$ cat src/rtl/mux16_rr_scheduler.sv
// Round-robin scheduler for a shared 16:1 mux: grants one requester at a time,
// drives the mux select and handshakes the selected lane downstream.
module mux16_rr_scheduler #(
    parameter int unsigned BURST_LEN = 1,
    parameter int unsigned CNT_W     = 8
) (
    input  logic        clk,
    input  logic        rst,
    input  logic [15:0] req,
    output logic [15:0] ack,
    output logic [3:0]  sel,
    output logic [15:0] grant,
    output logic        busy,
    output logic        out_valid,
    input  logic        out_ready
);

    localparam int unsigned N_LANES = 16;
    localparam int unsigned SEL_W   = 4;

    typedef enum logic {
        S_IDLE,
        S_GRANT
    } state_t;

    state_t             state_q;
    logic [SEL_W-1:0]   ptr_q;
    logic [SEL_W-1:0]   sel_q;
    logic [N_LANES-1:0] grant_q;
    logic [CNT_W-1:0]   cnt_q;

    logic               win_found_c;
    logic [SEL_W-1:0]   win_idx_c;
    logic [SEL_W-1:0]   scan_idx_c;
    logic               accept_c;
    logic               last_beat_c;

    // Rotating priority scan: the lowest offset from ptr with a request wins.
    always_comb begin
        win_found_c = 1'b0;
        win_idx_c   = '0;
        scan_idx_c  = '0;
        for (int i = N_LANES - 1; i >= 0; i--) begin
            scan_idx_c = ptr_q + SEL_W'(i);
            if (req[scan_idx_c]) begin
                win_found_c = 1'b1;
                win_idx_c   = scan_idx_c;
            end
        end
    end

    // Handshake decode; the reset cycle never presents or accepts a beat.
    always_comb begin
        busy        = (state_q == S_GRANT);
        out_valid   = busy & req[sel_q] & ~rst;
        accept_c    = out_valid & out_ready;
        last_beat_c = (cnt_q == CNT_W'(BURST_LEN - 1));
        ack         = accept_c ? grant_q : '0;
        sel         = sel_q;
        grant       = grant_q;
    end

    // Grant FSM: arbitrate in IDLE, hold in GRANT until burst end or withdraw.
    always_ff @(posedge clk) begin
        if (rst) begin
            state_q <= S_IDLE;
            ptr_q   <= '0;
            sel_q   <= '0;
            grant_q <= '0;
            cnt_q   <= '0;
        end else begin
            case (state_q)
                S_IDLE: begin
                    if (win_found_c) begin
                        state_q <= S_GRANT;
                        sel_q   <= win_idx_c;
                        grant_q <= N_LANES'(1) << win_idx_c;
                        cnt_q   <= '0;
                    end
                end
                S_GRANT: begin
                    if (!req[sel_q] || (accept_c && last_beat_c)) begin
                        state_q <= S_IDLE;
                        ptr_q   <= sel_q + SEL_W'(1);
                        grant_q <= '0;
                        cnt_q   <= '0;
                    end else if (accept_c) begin
                        cnt_q <= cnt_q + CNT_W'(1);
                    end
                end
                default: begin
                    state_q <= S_IDLE;
                end
            endcase
        end
    end

endmodule

$ cat config.mk
export PLATFORM = sky130hd
export DESIGN_NAME = mux16_rr_scheduler
export DESIGN_NICKNAME = d
export VERILOG_FILES = /design/src/rtl/mux16_rr_scheduler.sv
export SDC_FILE = /design/constraint.sdc
export NUM_CORES = 1
export LEC_CHECK = 0
export ABC_CLOCK_PERIOD_IN_PS = 8300
export BUFFER_PORTS_ARGS = -buffer_cell sky130_fd_sc_hd__buf_2
export CORE_MARGIN = 1
export CORE_UTILIZATION = 50
export CTS_CLUSTER_DIAMETER = 30
export DETAILED_ROUTE_END_ITERATION = 8
export PLACE_DENSITY = 0.77
export SLEW_MARGIN = 30
export SYNTH_ARGS = -nofsm -noshare
export SYNTH_HDL_FRONTEND = slang
export SYNTH_SLANG_ARGS = --single-unit
$ cat constraint.sdc
create_clock -name clk -period 8.3 [get_ports clk]
set_input_delay 0.415 -clock clk [delete_from_list [all_inputs] [get_ports clk]]
set_output_delay 0.415 -clock clk [all_outputs]
set_load 0.1 [all_outputs]
==> reports/metrics.yaml, run 1 <==
die_area_um2: 8730
wl_um: 12300
finalCritPeriodShare: 0.581
cts_htree_levels: 2
post-cts-setup-buffers: 0
worstSetupStartpoint: "ptr_q[0]"
setup_slack_ns: 3.48
areaGrowthSynthToFinish_pct: 10.1
r2r_slack_ns: 3.48
drc_errors: 0
wl_per_cell_um: 20.1
r2r_start: "ptr_q[0]"
hold_slack_ns: 0.464
place_ws_ns: 3.24
n_antenna_cell: 0
grt_overflow_total: 0
clock.fmax_ghz: 0.207
clk_latency_ns: 0.28
fin_worst_skew_ns: 0.00816
synth_area_um2: 4180
critPathRequiredTime_ns: 8.52
cts_resized: 0
netlist_instances: 468
detail-route-antenna-nets: 0
fp.dieW_um: 93.4
cts.sinks: 33
cts_buffers: 5
hold_viol: 0
placedCellCount: 605
dpl_cell_area_um2: 4480
path_clk_slew_ns: 0.07
nets: 539
ys.flop_type: "dfxtp_1"
synth_fp_nets: 497
ctsLongestPathBuffers: 2
synth_cell_types: 87
stdcell_area_um2: 4600
initial_core_util: 0.530
relSlewSlack: 0.454
crit_type: "reg -> reg"
cts_hold_buf: 0
worstPathArrival_ns: 5.05
peakVddDrop_mv: 0.430
rsz0062_at_grt: "no"
gr-usage-all-layers: 0.294
finalNonFillerCells: 613
p_per_area_nw_per_um2: 445
p_leak_uw: 0.00178
maxCapViolCount: 0
maxSlewViolCount: 0
yosys_warnings: 0
place_hpwl_um: 9230
grt_max_degree: 43
num_vias: 4136
coreArea_um2: 7890
status: "finished, final reports clean"
pin_count: 57
async_reset_ff_frac: 0
yosys_register_bits: 33
drive_gt1_frac: 0.270
fp-row-count: 32
synth_edf_count: 0
gp_congestion: 0.988
seq_area_frac_synth: 0.158
tns_ns: 0
io_buffer_count: 56
clockRootBuffer: "clkbuf_8"
tightestPinTransition_ns: 0.817
grt_pass1_vias: 3873
drtIter0Drc: 480
tritoncts: "yes"
die_h_um: 93.4
drt-pass1-iter-count: 6
hold_path.class: "reg -> reg"
synth_area_per_cell_um2: 8.93
worstSetupStartpointType: "flip-flop"
via_per_inst: 6.75
min_period_ns: 4.82
antenna_found_initial: 0
hold_start: "grant[15]"
cp_max_fo: 42
setup_viol: 0
grt_pass1_wl_um: 20100
cp-end-kind: "flip-flop"
-- area by class of cell --
type | count | area [um^2]
Multi-Input combinational cell | 394 | 3320
Fill cell | 673 | 3290
Sequential cell | 33 | 661
Timing Repair Buffer | 61 | 318
Tap cell | 102 | 128
Clock buffer | 7 | 86.3
Inverter | 15 | 56.3
Clock inverter | 1 | 30.0
-- routing by layer --
layer / GRT usage / part of all wire
met1: 0.394 / 0.41
met2: 0.474 / 0.46
met3: 0.0585 / 0.10
met4: 0.0949 / 0.025
met5: 0 / 0
-- sequential cells by signal (all words and copies together), names as in the netlist --
name / count
sel: 4
cnt_q: 8
grant: 16
ptr_q: 4
busy: 1
-- cells in the mapped netlist, drive strengths merged (3+ instances only) --
cell	n	area, um^2
a21oi	14	85.1
o2111ai	3	26.3
nor2	34	128
nand2	47	176
nor4	7	71.3
and3	4	25.0
o211ai	5	42.5
ha	10	125
dfxtp	33	661
a41oi	4	42.6
mux2	23	259
o41ai	3	33.8
nand3	8	40.0
a22oi	4	30.0
o22ai	3	18.8
mux2i	42	432
a2111oi	5	52.6
nor2b	7	43.8
xor2	11	104
buf	17	111
a31oi	3	25.0
nand2b	5	31.3
o311ai	3	26.3
mux4	24	541
nand4	5	37.5
a211oi	7	52.6
o21ai	23	115
inv	15	56.3
nor3	9	50.1
a21boi	3	26.3
a22o	9	78.8
and2	21	131
clkbuf	9	33.8
xnor2	11	126
nor3b	3	33.8
-- kinds of logic (layout without fill, tap and decap cells) --
logic type	count (synthesis)	in the layout	share of synthesized area
DFF	33	33	0.158
adders and majority gates	10	10	0.0299
and+or+nand+nor	163	163	0.211
buffers and inverters	41	84	0.0482
muxes	89	89	0.295
AOI/OAI and AO/OA	110	110	0.202
xor gates and xnor gates	22	22	0.0551
-- final timing paths --
| check | depth (start not counted) | endpoint |
|---|---|---|
| max | 11 | grant[4] |
| max reg2reg | 11 | grant[4] |
| min | 2 | grant[15] |
| min reg2reg | 2 | grant[15] |
-- cells in the final DEF (no fill, tap or decap), types with 10 or more instances in the layout --
cell type and n:
a21oi_1 12, and2_1 21, buf_2 56, dfxtp_1 33
inv_1 13, mux2_2 16, mux2i_1 39, mux4_2 24
nand2_1 47, nor2_1 34, o21ai_0 16, xor2_1 10
-- power by group --
part / internal [uW] / leakage, uW / switching, uW / total, uW
Clock: 97.9 / 0.0000585 / 57.4 / 155
Combinational: 590 / 0.00146 / 1080 / 1670
Sequential: 189 / 0.000268 / 31.3 / 220
-- through the flow --
| step | util | power (uW) |
|---|---|---|
| after floorplan | - | 1520 |
| after global routing | 0.583 | 2170 |
| final | 0.583 | 2050 |
| after global placement | 0.568 | 1820 |
| after detailed placement | 0.568 | 1840 |
| after CTS | 0.582 | 2010 |
-- worst max-delay path: stages (launching register included) --
cell     delay, ns
dfxtp_1       0.31
buf_4         0.44
inv_1         0.28
ha_2          0.78
mux4_2        0.64
mux2_2        0.34
mux2i_1       0.40
nand4_2       0.18
nor4_4        0.40
a21oi_4       0.16
nor3b_4       0.56
a22o_1        0.25
No activity file was read; power rests on OpenSTA's default activity.
==> run 2, diff against run 1 <==
--- a/config.mk
+++ b/config.mk
@@ -5,7 +5,7 @@
 export SDC_FILE = /design/constraint.sdc
 export NUM_CORES = 1
 export LEC_CHECK = 0
-export ABC_CLOCK_PERIOD_IN_PS = 8300
+export ABC_CLOCK_PERIOD_IN_PS = 4800
 export BUFFER_PORTS_ARGS = -buffer_cell sky130_fd_sc_hd__buf_2
 export CORE_MARGIN = 1
 export CORE_UTILIZATION = 50
==> constraint.sdc (replaced) <==
create_clock -name clk -period 4.8 [get_ports clk]
set_input_delay 0.24 -clock clk [delete_from_list [all_inputs] [get_ports clk]]
set_output_delay 0.24 -clock clk [all_outputs]
set_load 0.1 [all_outputs]
==> run 2 against run 1 <==
  * Clock skew down 0.0033 ns
  * Wire length up 0.67%
  * Via count down 0.31%
  * Global-route usage up 0.099 points
  * Sequential share of layout area about the same
  * Highest routed layer unchanged
  * Combinational power up 72%
  * Register-to-register slack worse by 3.0 ns
  * Utilization down 0.079 points
  * Critical path depth up 1
  * Sequential power up 83%
==> reports/metrics.yaml, run 2 (same netlist as run 1, synthesis figures left out) <==
setup_viol: 0
clockRootBuffer: "clkbuf_8"
grt_pass1_vias: 3905
peakVddDrop_mv: 0.506
crit_path_cell_trace: "inv_1 -> ha_1 -> buf_4 -> nor2b_1 -> a2111oi_1 -> nor4_2 -> nor2_1 -> o21ai_0 -> a221o_1 -> a41oi_2 -> and2b_1 -> a22o_1"
dpl_cell_area_um2: 4500
cp_max_fo: 15
die_area_um2: 8730
r2r_slack_ns: 0.50
worstPathArrival_ns: 4.48
rsz0062_at_grt: "no"
r2r_end: "grant[7]"
top_usage_layer: "met2"
p_per_area_nw_per_um2: 761
grt_max_degree: 42
largest_register_ffs: 16
ctsLongestPathBuffers: 2
cts_htree_levels: 2
critPathRequiredTime_ns: 4.98
fp.dieW_um: 93.4
die_h_um: 93.4
holdPathStages: 2
areaGrowthSynthToFinish_pct: 9.94
final_common_cell: "buf_2"
num_vias: 4123
r2r_start: "ptr_q[0]"
wl_um: 12400
coreArea_um2: 7890
tns_ns: 0
hold_start: "rst"
drt-pass1-iter-count: 5
maxSlewViolCount: 0
grt_overflow_total: 0
finalNonFillerCells: 616
grt.met1_usage: 0.404
grt_pass1_wl_um: 20300
finalCritPeriodShare: 0.896
relSlewSlack: 0.379
fin_util: 0.582
crit_type: "reg -> reg"
crit_buf_inv: 2
p_leak_uw: 0.00178
wl_per_cell_um: 20.1
rr_worst_depth: 12
cts.sinks: 33
status: "finished, final reports clean"
hold_viol: 0
max_stage_delay_ns: 0.78
mostFrequentLayoutCells: "56 x buf_2, 47 x nand2_1, 39 x mux2i_1, 34 x nor2_1, 33 x dfxtp_1"
post-cts-setup-buffers: 0
n_antenna_cell: 0
path_clk_slew_ns: 0.07
antenna_found_initial: 0
gr-usage-all-layers: 0.295
tritoncts: "yes"
clock.fmax_ghz: 0.233
initial_core_util: 0.530
placedCellCount: 608
maxCapViolCount: 0
tightestPinTransition_ns: 0.908
gp_congestion: 1.02
via_per_inst: 6.69
fin_worst_skew_ns: 0.00485
cts_hold_buf: 0
place_hpwl_um: 9330
pin_count: 57
fp-row-count: 32
clk_latency_ns: 0.29
holdPathEnd: "busy"
min_period_ns: 4.30
stdcell_area_um2: 4590
drive_gt1_frac: 0.276
crit_family: "compound AO/OA/AOI/OAI gates"
worstSetupStartpointType: "flip-flop"
cts_buffers: 5
io_buffer_count: 56
hold_path.class: "in -> reg"
power.total_uw: 3490
drc_errors: 0
use_met2: 0.463
nets: 542
grt_use_met3: 0.0512
drtIter0Drc: 493
cp-end-kind: "flip-flop"
cts_resized: 0
cp_slowest_cell: "a2111oi_1"
detail-route-antenna-nets: 0
==> run 2: changes by cell type in the layout (fill, tap and decap cells not counted), sizes merged <==
cell      before  now
clkbuf         7    5
bufinv         1    0
clkinv         0    2
buf           61   64
clkinvlp       0    1
==> run 2: power by group <==
part / internal, uW / switching [uW] / total (uW)
Sequential: 326 / 76.6 / 403
Clock: 100 / 106 / 206
Combinational: 1040 / 1850 / 2880
Total: 1460 / 2030 / 3490
==> run 2: final cells by class <==
| type | instances | area [um^2] |
|---|---|---|
| multi-input combinational | 394 | 3320 |
| fill | 687 | 3290 |
| sequential | 33 | 661 |
| inverter | 15 | 56.3 |
| clock buffer | 5 | 68.8 |
| clock inverter | 3 | 17.5 |
| tap | 102 | 128 |
| timing repair buffer | 64 | 340 |
==> run 2: worst max path at each step <==
stage                  start         to  slack (ns)  cells past startpoint
finish              ptr_q[0]   grant[7]        0.50                     12
global route        ptr_q[0]  grant[13]        0.17                     12
CTS                 ptr_q[0]   grant[7]        0.44                     12
detailed placement  ptr_q[0]   grant[7]        0.46                     12
global placement    ptr_q[1]   grant[7]        0.49                     12
floorplan           ptr_q[2]  grant[13]        0.83                     15
==> run 2: through the flow <==
step                      setup slack (ns)  hold WS (ns)
after global placement               0.493         0.448
after floorplan                      0.827         0.313
after global routing                 0.174         0.319
final                                0.499         0.324
after detailed placement             0.463         0.455
after CTS                            0.445         0.320
==> run 2: layer usage <==
metal	up-vias	wire, um
met5	-	0
met4	0	358
met3	44	1180
met2	231	5670
met1	1956	5180
li1	1892	-
